`src/rtl/decode_stage.sv`:
```
// Byte-serial x86 decode stage: walks prefixes, opcode, ModR/M, SIB, displacement and
// immediate one byte per cycle, then presents the fields through a held output register.
module decode_stage #(
    parameter int unsigned ADDRESS_WIDTH   = 32,
    parameter int unsigned MAX_INSTR_WIDTH = 120
) (
    input  logic                       clk,
    input  logic                       reset,
    input  logic                       i_res_valid,
    input  logic [MAX_INSTR_WIDTH-1:0] i_instr,
    input  logic [3:0]                 i_instr_len,
    input  logic [ADDRESS_WIDTH-1:0]   i_pc,
    output logic                       o_dec_ready,
    input  logic                       i_flush,
    input  logic                       i_exec_ready,
    output logic                       o_valid,
    output logic [7:0]                 o_prefix,
    output logic [7:0]                 o_opcode,
    output logic                       o_modrm_valid,
    output logic [1:0]                 o_mod,
    output logic [2:0]                 o_reg,
    output logic [2:0]                 o_rm,
    output logic                       o_sib_valid,
    output logic [1:0]                 o_scale,
    output logic [2:0]                 o_index,
    output logic [2:0]                 o_base,
    output logic [31:0]                o_disp,
    output logic [2:0]                 o_disp_size,
    output logic [31:0]                o_imm,
    output logic [2:0]                 o_imm_size,
    output logic [3:0]                 o_len,
    output logic [ADDRESS_WIDTH-1:0]   o_pc,
    output logic [ADDRESS_WIDTH-1:0]   o_next_pc,
    output logic                       o_illegal
);

    typedef enum logic [2:0] {
        S_IDLE, S_PREFIX, S_MODRM, S_SIB, S_DISP, S_IMM, S_DONE
    } state_t;

    typedef struct packed {
        logic [7:0]  prefix;
        logic [7:0]  opcode;
        logic        modrm_valid;
        logic [1:0]  mod;
        logic [2:0]  reg_f;
        logic [2:0]  rm;
        logic        sib_valid;
        logic [1:0]  scale;
        logic [2:0]  index;
        logic [2:0]  base;
        logic [31:0] disp;
        logic [2:0]  disp_size;
        logic [31:0] imm;
        logic [2:0]  imm_size;
        logic        illegal;
    } fields_t;

    state_t                       state_q;
    fields_t                      w_q;
    fields_t                      out_q;
    logic [MAX_INSTR_WIDTH-1:0]   instr_q;
    logic [3:0]                   len_q;
    logic [ADDRESS_WIDTH-1:0]     pc_q;
    logic [3:0]                   idx_q;
    logic [2:0]                   cnt_q;
    logic                         valid_q;
    logic                         ready_q;
    logic [3:0]                   out_len_q;
    logic [ADDRESS_WIDTH-1:0]     out_pc_q;
    logic [ADDRESS_WIDTH-1:0]     out_next_pc_q;

    logic [7:0] cur_c;
    logic [2:0] modrm_dsz_c;
    logic [2:0] sib_dsz_c;

    // Displacement size implied by a ModR/M byte alone.
    function automatic logic [2:0] modrm_disp(input logic [7:0] m);
        if (m[7:6] == 2'b01) return 3'd1;
        if (m[7:6] == 2'b10) return 3'd4;
        if (m[7:6] == 2'b00 && m[2:0] == 3'b101) return 3'd4;
        return 3'd0;
    endfunction

    function automatic state_t tail_state(input logic [2:0] dsz, input logic [2:0] isz);
        if (dsz != 3'd0) return S_DISP;
        if (isz != 3'd0) return S_IMM;
        return S_DONE;
    endfunction

    assign cur_c       = 8'(instr_q >> {idx_q, 3'b000});
    assign modrm_dsz_c = modrm_disp(cur_c);
    assign sib_dsz_c   = (w_q.mod == 2'b00 && cur_c[2:0] == 3'b101) ? 3'd4 : w_q.disp_size;

    always_ff @(posedge clk or negedge reset) begin
        if (!reset) begin
            state_q       <= S_IDLE;
            w_q           <= '0;
            out_q         <= '0;
            instr_q       <= '0;
            len_q         <= '0;
            pc_q          <= '0;
            idx_q         <= '0;
            cnt_q         <= '0;
            valid_q       <= 1'b0;
            ready_q       <= 1'b0;
            out_len_q     <= '0;
            out_pc_q      <= '0;
            out_next_pc_q <= '0;
        end else if (i_flush) begin
            state_q <= S_IDLE;
            w_q     <= '0;
            idx_q   <= '0;
            cnt_q   <= '0;
            valid_q <= 1'b0;
            ready_q <= 1'b1;
        end else begin
            if (valid_q && i_exec_ready) valid_q <= 1'b0;
            ready_q <= 1'b0;
            // A parse still in progress with all 15 bytes consumed cannot be valid.
            if (state_q != S_IDLE && state_q != S_DONE && idx_q == 4'hF) begin
                w_q.illegal <= 1'b1;
                state_q     <= S_DONE;
            end else begin
                case (state_q)
                    S_IDLE: begin
                        ready_q <= 1'b1;
                        if (i_res_valid && ready_q) begin
                            instr_q <= i_instr;
                            len_q   <= i_instr_len;
                            pc_q    <= i_pc;
                            w_q     <= '0;
                            idx_q   <= '0;
                            cnt_q   <= '0;
                            ready_q <= 1'b0;
                            state_q <= S_PREFIX;
                        end
                    end
                    S_PREFIX: begin
                        idx_q <= idx_q + 4'd1;
                        case (cur_c)
                            8'hF0: w_q.prefix[7] <= 1'b1;
                            8'hF3: w_q.prefix[6] <= 1'b1;
                            8'hF2: w_q.prefix[5] <= 1'b1;
                            8'h66: w_q.prefix[4] <= 1'b1;
                            8'h67: w_q.prefix[3] <= 1'b1;
                            8'h26, 8'h2E, 8'h36, 8'h3E: w_q.prefix[2:0] <= {1'b1, cur_c[4:3]};
                            8'h64, 8'h65: w_q.prefix[2:0] <= {2'b10, cur_c[0]};
                            default: begin
                                w_q.opcode <= cur_c;
                                cnt_q      <= '0;
                                if (w_q.prefix[3] || cur_c == 8'h0F || cur_c >= 8'h60) begin
                                    w_q.illegal <= 1'b1;
                                    state_q     <= S_DONE;
                                end else if (cur_c < 8'h40) begin
                                    case (cur_c[2:1])
                                        2'b00, 2'b01: state_q <= S_MODRM;
                                        2'b10: begin
                                            w_q.imm_size <= !cur_c[0] ? 3'd1 :
                                                            (w_q.prefix[4] ? 3'd2 : 3'd4);
                                            state_q      <= S_IMM;
                                        end
                                        default: state_q <= S_DONE;
                                    endcase
                                end else begin
                                    state_q <= S_DONE;
                                end
                            end
                        endcase
                    end
                    S_MODRM: begin
                        idx_q           <= idx_q + 4'd1;
                        w_q.modrm_valid <= 1'b1;
                        w_q.mod         <= cur_c[7:6];
                        w_q.reg_f       <= cur_c[5:3];
                        w_q.rm          <= cur_c[2:0];
                        w_q.disp_size   <= modrm_dsz_c;
                        if (cur_c[2:0] == 3'b100 && cur_c[7:6] != 2'b11) state_q <= S_SIB;
                        else state_q <= tail_state(modrm_dsz_c, w_q.imm_size);
                    end
                    S_SIB: begin
                        idx_q         <= idx_q + 4'd1;
                        w_q.sib_valid <= 1'b1;
                        w_q.scale     <= cur_c[7:6];
                        w_q.index     <= cur_c[5:3];
                        w_q.base      <= cur_c[2:0];
                        w_q.disp_size <= sib_dsz_c;
                        state_q       <= tail_state(sib_dsz_c, w_q.imm_size);
                    end
                    S_DISP: begin
                        idx_q <= idx_q + 4'd1;
                        // Byte 0 seeds the sign; later bytes overwrite upward.
                        if (cnt_q == 3'd0) w_q.disp <= {{24{cur_c[7]}}, cur_c};
                        else w_q.disp[{cnt_q, 3'b000} +: 8] <= cur_c;
                        if (3'(cnt_q + 3'd1) == w_q.disp_size) begin
                            cnt_q   <= '0;
                            state_q <= tail_state(3'd0, w_q.imm_size);
                        end else begin
                            cnt_q <= cnt_q + 3'd1;
                        end
                    end
                    S_IMM: begin
                        idx_q <= idx_q + 4'd1;
                        w_q.imm[{cnt_q, 3'b000} +: 8] <= cur_c;
                        if (3'(cnt_q + 3'd1) == w_q.imm_size) begin
                            cnt_q   <= '0;
                            state_q <= S_DONE;
                        end else begin
                            cnt_q <= cnt_q + 3'd1;
                        end
                    end
                    S_DONE: begin
                        if (!valid_q || i_exec_ready) begin
                            out_q         <= w_q;
                            out_q.illegal <= w_q.illegal | (idx_q != len_q);
                            out_len_q     <= idx_q;
                            out_pc_q      <= pc_q;
                            out_next_pc_q <= pc_q + ADDRESS_WIDTH'(idx_q);
                            valid_q       <= 1'b1;
                            ready_q       <= 1'b1;
                            state_q       <= S_IDLE;
                        end
                    end
                    default: state_q <= S_IDLE;
                endcase
            end
        end
    end

    assign o_dec_ready   = ready_q;
    assign o_valid       = valid_q;
    assign o_prefix      = out_q.prefix;
    assign o_opcode      = out_q.opcode;
    assign o_modrm_valid = out_q.modrm_valid;
    assign o_mod         = out_q.mod;
    assign o_reg         = out_q.reg_f;
    assign o_rm          = out_q.rm;
    assign o_sib_valid   = out_q.sib_valid;
    assign o_scale       = out_q.scale;
    assign o_index       = out_q.index;
    assign o_base        = out_q.base;
    assign o_disp        = out_q.disp;
    assign o_disp_size   = out_q.disp_size;
    assign o_imm         = out_q.imm;
    assign o_imm_size    = out_q.imm_size;
    assign o_illegal     = out_q.illegal;
    assign o_len         = out_len_q;
    assign o_pc          = out_pc_q;
    assign o_next_pc     = out_next_pc_q;

endmodule
```
`config.mk`:
```
export PLATFORM = sky130hd
export DESIGN_NAME = decode_stage
export DESIGN_NICKNAME = d
export VERILOG_FILES = /design/src/rtl/decode_stage.sv
export SDC_FILE = /design/constraint.sdc
export NUM_CORES = 1
export LEC_CHECK = 0
export BUFFER_PORTS_ARGS = -buffer_cell sky130_fd_sc_hd__clkbuf_2
export CAP_MARGIN = 20
export CORE_MARGIN = 5
export CORE_UTILIZATION = 45
export DETAILED_ROUTE_END_ITERATION = 16
export GPL_ROUTABILITY_DRIVEN = 0
export PLACE_DENSITY_LB_ADDON = 0.25
export SETUP_SLACK_MARGIN = 0.5
export SYNTH_ARGS = -nofsm -noshare
export SYNTH_HDL_FRONTEND = slang
export SYNTH_SLANG_ARGS = --single-unit
export TNS_END_PERCENT = 5
```
`constraint.sdc`:
```
create_clock -name clk -period 9.7 [get_ports clk]
set_input_delay 0 -clock clk [delete_from_list [all_inputs] [get_ports clk]]
set_output_delay 0 -clock clk [all_outputs]
set_load 0.01 [all_outputs]
```
# --- After elaboration in Yosys (flattened, before gate mapping) ---
# Index checks and enable logic that the tools add are counted.
classes:
  bitwise_logic: 3
  order_cmp: 2
  n_eq_ne: 48
  add_sub_neg: 4
  muxes: 107
  reduce_logical: 53
  n_shift: 3
ops:
  columns: ["op", "n"]
  rows:
  - ["$mux W105", 2]
  - ["$pmux W32 S2", 2]
  - ["$shr A120 B7 Y8", 1]
  - ["$mux W3", 38]
  - ["$mux W104", 1]
  - ["$bwmux W32", 2]
  - ["$mux W1", 45]
  - ["$reduce_and A4 Y1", 11]
  - ["$pmux W9 S2", 2]
  - ["$add A32 B4 Y32", 1]
  - ["$eq A8 B6 Y1 const B", 4]
  - ["$eq A8 B7 Y1 const B", 4]
  - ["$mux W32", 1]
  - ["$pmux W16 S2", 1]
  - ["$shift A8 B8 Y32 const A", 1]
  - ["$shiftx A8 B8 Y32", 1]
  - ["$reduce_bool A3 Y1", 10]
  - ["$eq A8 B8 Y1 const B", 3]
  - ["$ne A4 B4 Y1 const B", 6]
  - ["$pmux W3 S7", 1]
  - ["$ne A3 B2 Y1 const B", 6]
  - ["$reduce_and A3 Y1", 6]
  - ["$mux W4", 4]
  - ["$pmux W4 S2", 2]
  - ["other kinds (37)", 65]
totals:
  output_inout_bits: 175
  reg_bits: 446
  elab_cells: 266
  input_bits: 161

# --- Logic depth before layout (Yosys ltp) ---
# Gate-level depths: netlist of run 1.
depth:
  depth_word: 26
  ltp_mapped: 12

# --- Worst setup path after synthesis of run 1 ---
# Ideal clock, no wire load.
synth_timing:
  path_kind: "register to register"
  from: "register idx_q[0]"
  to: "register w_q[89] (netlist name)"
  synth_period_minus_slack_ps: 3159
  path_slack_ps: 6541
  arrival_ps: 3034
  stages_incl_launch_ff: 10
  path_cell_list: "dfrtp_1 > buf_4 > mux4_2 > a22o_1 > a41oi_2 > o211ai_2 > or4b_4 > o211a_4 > o21ai_4 > mux2_4"
synth_via:
  elab_chain_cells: 5
synth_rtl:
  columns: ["item", "line", "text"]
  rows:
  - ["start: declaration", "65", "logic [3:0] idx_q;"]
  - ["start signal: assignment", "140", "idx_q <= idx_q + 4'd1;"]
  - ["start signal: assignment", "172", "idx_q <= idx_q + 4'd1;"]
  - ["start signal: assignment", "182", "idx_q <= idx_q + 4'd1;"]
  - ["$shr A120 B7 Y8", "91", "assign cur_c = 8'(instr_q >> {idx_q, 3'b000});"]
  - ["$eq A8 B7 Y1, or another cell as far along", "141", "case (cur_c)"]
  - ["$reduce_or A11 Y1 (no source line) / $pmux W16 S2 (equally long branches)", null, null]
  - ["$ne A3 B3 Y1 (no source line) / $mux W104 (equally long branches)", null, null]
  - ["$reduce_and A4 Y1 (no source line) / $mux W105 (equally long branches)", null, null]
  - ["end: declaration", "60", "fields_t w_q;"]
# Several ways; a longest one is shown, not always the timed one. The select of a mux whose other input is x is not followed.
# A chain may end at the register's enable or synchronous reset.

# --- Worst setup path after layout of run 1 ---
layout_timing:
  from: "register idx_q[1]"
  to: "register w_q[89] (netlist name)"
# Same word-level chain as after synthesis.

==> results.md, run 1 <==
- Synth unique cells: 73
- Initial antenna violation count: 1
- CTS H-tree depth: 2
- Commonest non-fill, non-tap cells in the layout: 445 x dfrtp_1, 334 x clkbuf_2, 292 x mux2_2
- DRC viols: 0
- Total global-route track usage: 22.8%
- Worst setup SP type: register
- Crit-path cells: nor2b_1, a221oi_1, o31ai_4, o211ai_2, or4b_4, o211a_4, o21ai_4, mux2_4
- DRT antenna net count: 0
- Cell family with most CP delay: compound AO/OA/AOI/OAI gates
- DR vias/cell: 5.48
- Largest net degree at the start of global routing: 175
- Final design utilization: 58.4%
- Maximum buffer depth of the clock tree: 3
- Final Setup Violations: 0
- Critical path origin: idx_q[1]
- Fin. max-slew vios: 0
- Final Hold Fails: 0
- Share of cells above drive strength 1: a little under two fifths
- Ys async rst share: 100%
- Tot Pwr: approximately 6.5 mW
- CP Class: reg2reg
- Regs by FF count: instr_q (120), w_q (105)
- Average wire per standard cell: roughly 21 microns
- CTS tree: yes
- Post-synth EDFFs: 0
- Slowest CP cell: dfrtp_1
- Peak VDD IR: 0.163 mV
- Number of vias in the routed layout: 14.0k
- Critical path arrival: 4810 ps
- Minimum clock period: ~4400 ps
- Crit path max fanout: 27
- # nets final: 2143
- Static leakage: 12.0 nW
- Dominant cell type by area after synthesis: dfrtp_1
- Max reg flops: 120
- R2r startpoint: idx_q[1]
- Syn_area_per_cell: 12.9 sq um
- Main synth FF type: dfrtp_1
- Core Box Area: 42200 sq um
- CTS Sinks: 446
- Synth warn: 0
- Max Clock Skew: roughly 23 ps
- CP max stage delay: 1030 ps
- Die area: 47100 sq um
- Crit path buf inv count: 0
- Clk slew on worst S/H paths: ~60 ps
- Die Ht: 217 microns
- RSZ-0062 raised after global routing: no
- Syn Inst Count: 1495
- Detailed Route WL: around 55000 microns
- Number of placement rows: 75
- Max_slew headroom: a little over a quarter
- Commonest non-fill, non-tap cell in the layout: dfrtp_1
- Top cells by area, synth: dfrtp_1 58%, mux2_2 17%, a22o_1 2.8%, nand2_1 2.5%, o21ai_0 2.0%
- PwrDens: 264 nW/um^2
- Final Cycle Share: approximately 45%
- Synthesized area: 19300 sq um
- Root Driver: clkbuf_16
- Remaining Overflow, GRT: 0
- Die width: 217 microns
- Initial core utilization: 45.7%
- PortBufs: 335
- Detailed placer's ending HPWL: 37900 microns
- Starting DRT DRC Count: ~1.0k
- Vias in the first global route: about 14k
- FF-to-FF setup slack: 5340 ps
- Biggest register: instr_q
- Levels on crit path: 8
- Global-route wire length before repair: 84900 microns
- Status: completed
- Fmax achieved: 229 MHz
- Total iterations of the first detailed-routing run: 5
- Critical Path End Type: register
- Hold WC Path Type: in2async
- Synth Register Bits: 446
- # Max-Cap Violations: 0
- Yosys top cell area share: 57.8%
- Worst-Skew Late Latency: about 580 ps
- R2R cell count: 8
- Sequential-to-total area share from yosys stat: about 58%
- Syn Nets: 1667
- Setup TNS: 0 ps
- Worst-Margin Slew: 1090 ps
- Reg2Reg Capture Point: w_q[89]
- IO Count: 336
- Num CTS Buffers: 48
- CP Data Required Time: approximately 10000 ps
- Area Overhead vs Synth: 27.7%
worst max path at each step:
stage / end / slack (ps)
after floorplan: w_q[89] / 6540
after global placement: w_q[89] / 5440
after detailed placement: w_q[96] / 5350
after CTS: w_q[96] / 5360
after global routing: w_q[96] / 5120
final: w_q[89] / 5340
cells by family after synthesis:
kind of cell / Yosys count / synth area share [%]
fa+ha+maj: 11 / 0.752
compound gates: 258 / 9.41
mux: 340 / 20.8
buf+inv: 106 / 2.28
simple gates: 290 / 6.94
xor+xnor: 44 / 2.00
flops: 446 / 57.8
cell usage after synthesis (5+ instances only):
| library cell | n |
|---|---|
| inv_1 | 20 |
| nor2_1 | 60 |
| nor4_1 | 6 |
| nor2b_1 | 14 |
| nand2_1 | 129 |
| and2_1 | 8 |
| mux2_4 | 5 |
| a22o_1 | 61 |
| clkbuf_1 | 73 |
| a22oi_1 | 6 |
| nor3_1 | 15 |
| xnor2_1 | 22 |
| a21o_1 | 16 |
| dfrtp_1 | 446 |
| o21ai_0 | 77 |
| nand2b_1 | 5 |
| ha_1 | 10 |
| nand4_1 | 8 |
| a21oi_1 | 40 |
| mux2_2 | 292 |
| xor2_1 | 22 |
| mux4_2 | 16 |
| o31ai_1 | 6 |
| nand3_1 | 15 |
| and3_1 | 8 |
| mux2i_1 | 25 |
metal layers:
| metal | vias to the layer above | global-route usage, % | part of all wire (%) |
|---|---|---|---|
| met2 | 418 | 39.0 | 50 |
| met1 | 7118 | 30.6 | 43 |
| li1 | 6351 | - | - |
| met5 | - | 0 | 0 |
| met4 | 0 | 6.21 | 2.4 |
| met3 | 71 | 3.52 | 4.6 |
repair_timing:
action | CTS | global route
resized for setup | 0 | 0
hold buffers | 162 | 0
hold endpoints to repair | 290 | 0
buffers inserted | 0 | 0
layout make-up:
type | instances | area, sq um
Sequential cell | 446 | 11200
Clock buffer | 70 | 1430
Clock inverter | 15 | 165
Multi-Input combinational cell | 943 | 7700
Inverter | 20 | 75.1
Tap cell | 539 | 674
Fill cell | 3448 | 17600
Timing Repair Buffer | 512 | 3430
Antenna cell | 1 | 2.50
report_power, final:
group,switching [mW],internal (mW),total [mW]
clock network,0.746,1.10,1.84
registers,0.408,2.31,2.72
logic,1.06,0.893,1.95
stage by stage:
stage          std cells  hold WS [ps]  setup WS, ps  area (sq um)
6_report            2546           146          5340         24600
5_1_grt             2546           176          5120         24600
4_1_cts             2543           150          5360         24600
3_5_place_dp        2296           189          5350         21400
3_3_place_gp        2296           185          5440         21400
2_1_floorplan       1495          -296          6540         19300
Note: power is estimated with default switching activity, not from simulation.
==> run 2: changes to the inputs <==
==> constraint.sdc (replaced) <==
create_clock -name clk -period 3.6 [get_ports clk]
set_input_delay 0 -clock clk [delete_from_list [all_inputs] [get_ports clk]]
set_output_delay 0 -clock clk [all_outputs]
set_load 0.01 [all_outputs]
==> results.md, run 2 (synthesis results as in run 1) <==
- Status: completed
- FF-to-FF setup slack: 330 ps (-5010 ps)
- CP Data Required Time: 4050 ps (-6100 ps)
- Die area: 47100 sq um (unchanged)
- Vias in the first global route: 14.7k (+1.8%)
- PwrDens: 722 nW/um^2 (+170%)
- DRC viols: 0 (unchanged)
- Fin cells: 2591 (+1.8%)
- Remaining Overflow, GRT: 0 (unchanged)
- Sequential Area: 11200 sq um (about the same)
- Critical Path End Type: register
- Regs by FF count: instr_q (120), w_q (105)
- Worst setup SP type: register
- Total iterations of the first detailed-routing run: 5 (unchanged)
- Detailed Route WL: 55700 microns (+2.3%)
- Biggest register: instr_q
- IO Count: 336 (unchanged)
- Total global-route track usage: 23.4% (+0.54 points)
- Starting DRT DRC Count: 861 (-14%)
- Initial antenna violation count: 1 (unchanged)
- Worst-Skew Late Latency: 570 ps (about the same)
- Final worst slack: 329 ps (-5010 ps)
- DRT antenna net count: 0 (unchanged)
- Average wire per standard cell: 21.5 microns (+0.50%)
- Final design utilization: 59.7% (+1.4 points)
- CTS Sinks: 446 (unchanged)
- WL met3: 2930 microns (+17%)
- Fin. max-slew vios: 0 (unchanged)
- CTS tree: yes
- Fmax achieved: 306 MHz (+33%)
- Die Ht: 217 microns (unchanged)
- Area Overhead vs Synth: 30.7%
- Number of vias in the routed layout: 14.1k (+0.77%)
- DR vias/cell: 5.43 (-0.98%)
- Die width: 217 microns (unchanged)
- Placed insts: 2336 (+1.7%)
- Setup TNS: 0 ps (unchanged)
- Root Driver: clkbuf_16
- Max Clock Skew: 17.6 ps (-5.08 ps)
- Final Hold Fails: 0 (unchanged)
- Area occupied by multi-input gates: 7760 sq um (+0.68%)
- Critical path arrival: 3720 ps (-1090 ps)
- CP Class: reg2reg
- Largest net degree at the start of global routing: 123 (-30%)
- Detailed placer's ending HPWL: 39100 microns (+3.3%)
- Worst-Margin Slew: 978 ps (-110 ps)
- Pre-CTS WS: 167 ps (-5180 ps)
- Max_slew headroom: 34.8% (+7.3 points)
- Top routing layer used: met4
- # nets final: 2189 (+2.1%)
- RSZ-0062 raised after global routing: yes
- # Max-Cap Violations: 0 (unchanged)
- Core Box Area: 42200 sq um (unchanged)
- Minimum clock period: 3270 ps (-1090 ps)
- CTS H-tree depth: 2 (unchanged)
- PortBufs: 335 (unchanged)
- Initial core utilization: 45.7% (unchanged)
- Number of placement rows: 75 (unchanged)
- Max reg flops: 120 (unchanged)
- Commonest non-fill, non-tap cells in the layout: 444 x dfrtp_1, 334 x clkbuf_2, 292 x mux2_2
- Static leakage: 12.3 nW (+2.6%)
- Met2 wire length: 27400 microns (-0.18%)
- Commonest non-fill, non-tap cell in the layout: dfrtp_1
- WL met1: 23300 microns (+0.37%)
- Number of fill cells: 3351 (-2.8%)
- Global-route wire length before repair: 86800 microns (+2.3%)
- Num CTS Buffers: 48 (unchanged)
- Hold WC Path Type: in2async
- Crit path max fanout: 14 (-48%)
- Clk slew on worst S/H paths: 60 ps (about the same)
- Share of cells above drive strength 1: 39.6% (+2.0 points)
- Final Setup Violations: 0 (unchanged)
- Peak VDD IR: 0.503 mV (+210%)
- Final Cycle Share: 90.9% (+46 points)
- Maximum buffer depth of the clock tree: 3 (unchanged)
[run 2: metal layers]
layer	global-route usage, %	vias up
met2	39.0	458
li1	-	6440
met5	0	-
met3	4.34	117
met1	30.8	7051
met4	8.36	0
[run 2: power by group]
| part | leakage (nW) | internal [mW] | total (mW) | switching, mW |
|---|---|---|---|---|
| clock | 0.810 | 3.12 | 5.11 | 1.99 |
| combinational | 5.61 | 2.73 | 5.88 | 3.16 |
| sequential | 5.87 | 6.23 | 7.22 | 0.987 |
| total | 12.3 | 12.1 | 18.2 | 6.14 |
[run 2: worst paths after layout]
path / startpoint / endpoint / cells past startpoint
setup / recovery: idx_q[0] / state_q[0] / 9
setup reg to reg: idx_q[0] / state_q[0] / 9
max in group asynchronous: reset / o_disp[13] / 3
hold / removal: reset / o_imm[13] / 2
hold reg to reg: o_next_pc[1] / o_next_pc[1] / 2
min in group clk: i_instr[13] / instr_q[13] / 3
[run 2: layout make-up]
type | count | share of cell area (%)
well taps | 539 | 2.67
clock inverters | 17 | 0.957
repair buffers | 558 | 15.5
diodes | 1 | 0.00992
flip-flops and latches | 446 | 44.3
inverters | 20 | 0.298
clock buffers | 67 | 5.53
multi-input cells | 943 | 30.8
[run 2: through the flow]
stage	total power [mW]	instance area (sq um)	hold WS (ps)
floorplan	10.7	19300	-296
global placement	12.7	21800	182
detailed placement	12.8	21800	184
CTS	18.2	25100	161
global route	19.1	25200	194
finish	18.2	25200	146
[run 2: critical path, cell delays in order (launching register included)]
cell      delay, ps
dfrtp_4         470
mux4_1          590
nand2b_1        210
a221oi_2        300
nand2_1         120
buf_4           230
or4_4           570
a211oi_2        270
nor3_1           80
o32ai_1         300
[run 2: timing repair]
| action | 4_1_cts | 5_1_grt |
|---|---|---|
| gates cloned | 0 | 1 |
| setup buffers | 5 | 1 |
| hold endpoints to repair | 275 | 0 |
| resized for setup | 2 | 14 |
| endpoints found under the setup margin | 33 | 87 |
| hold buffers | 163 | 0 |
| pin swaps | 3 | 1 |
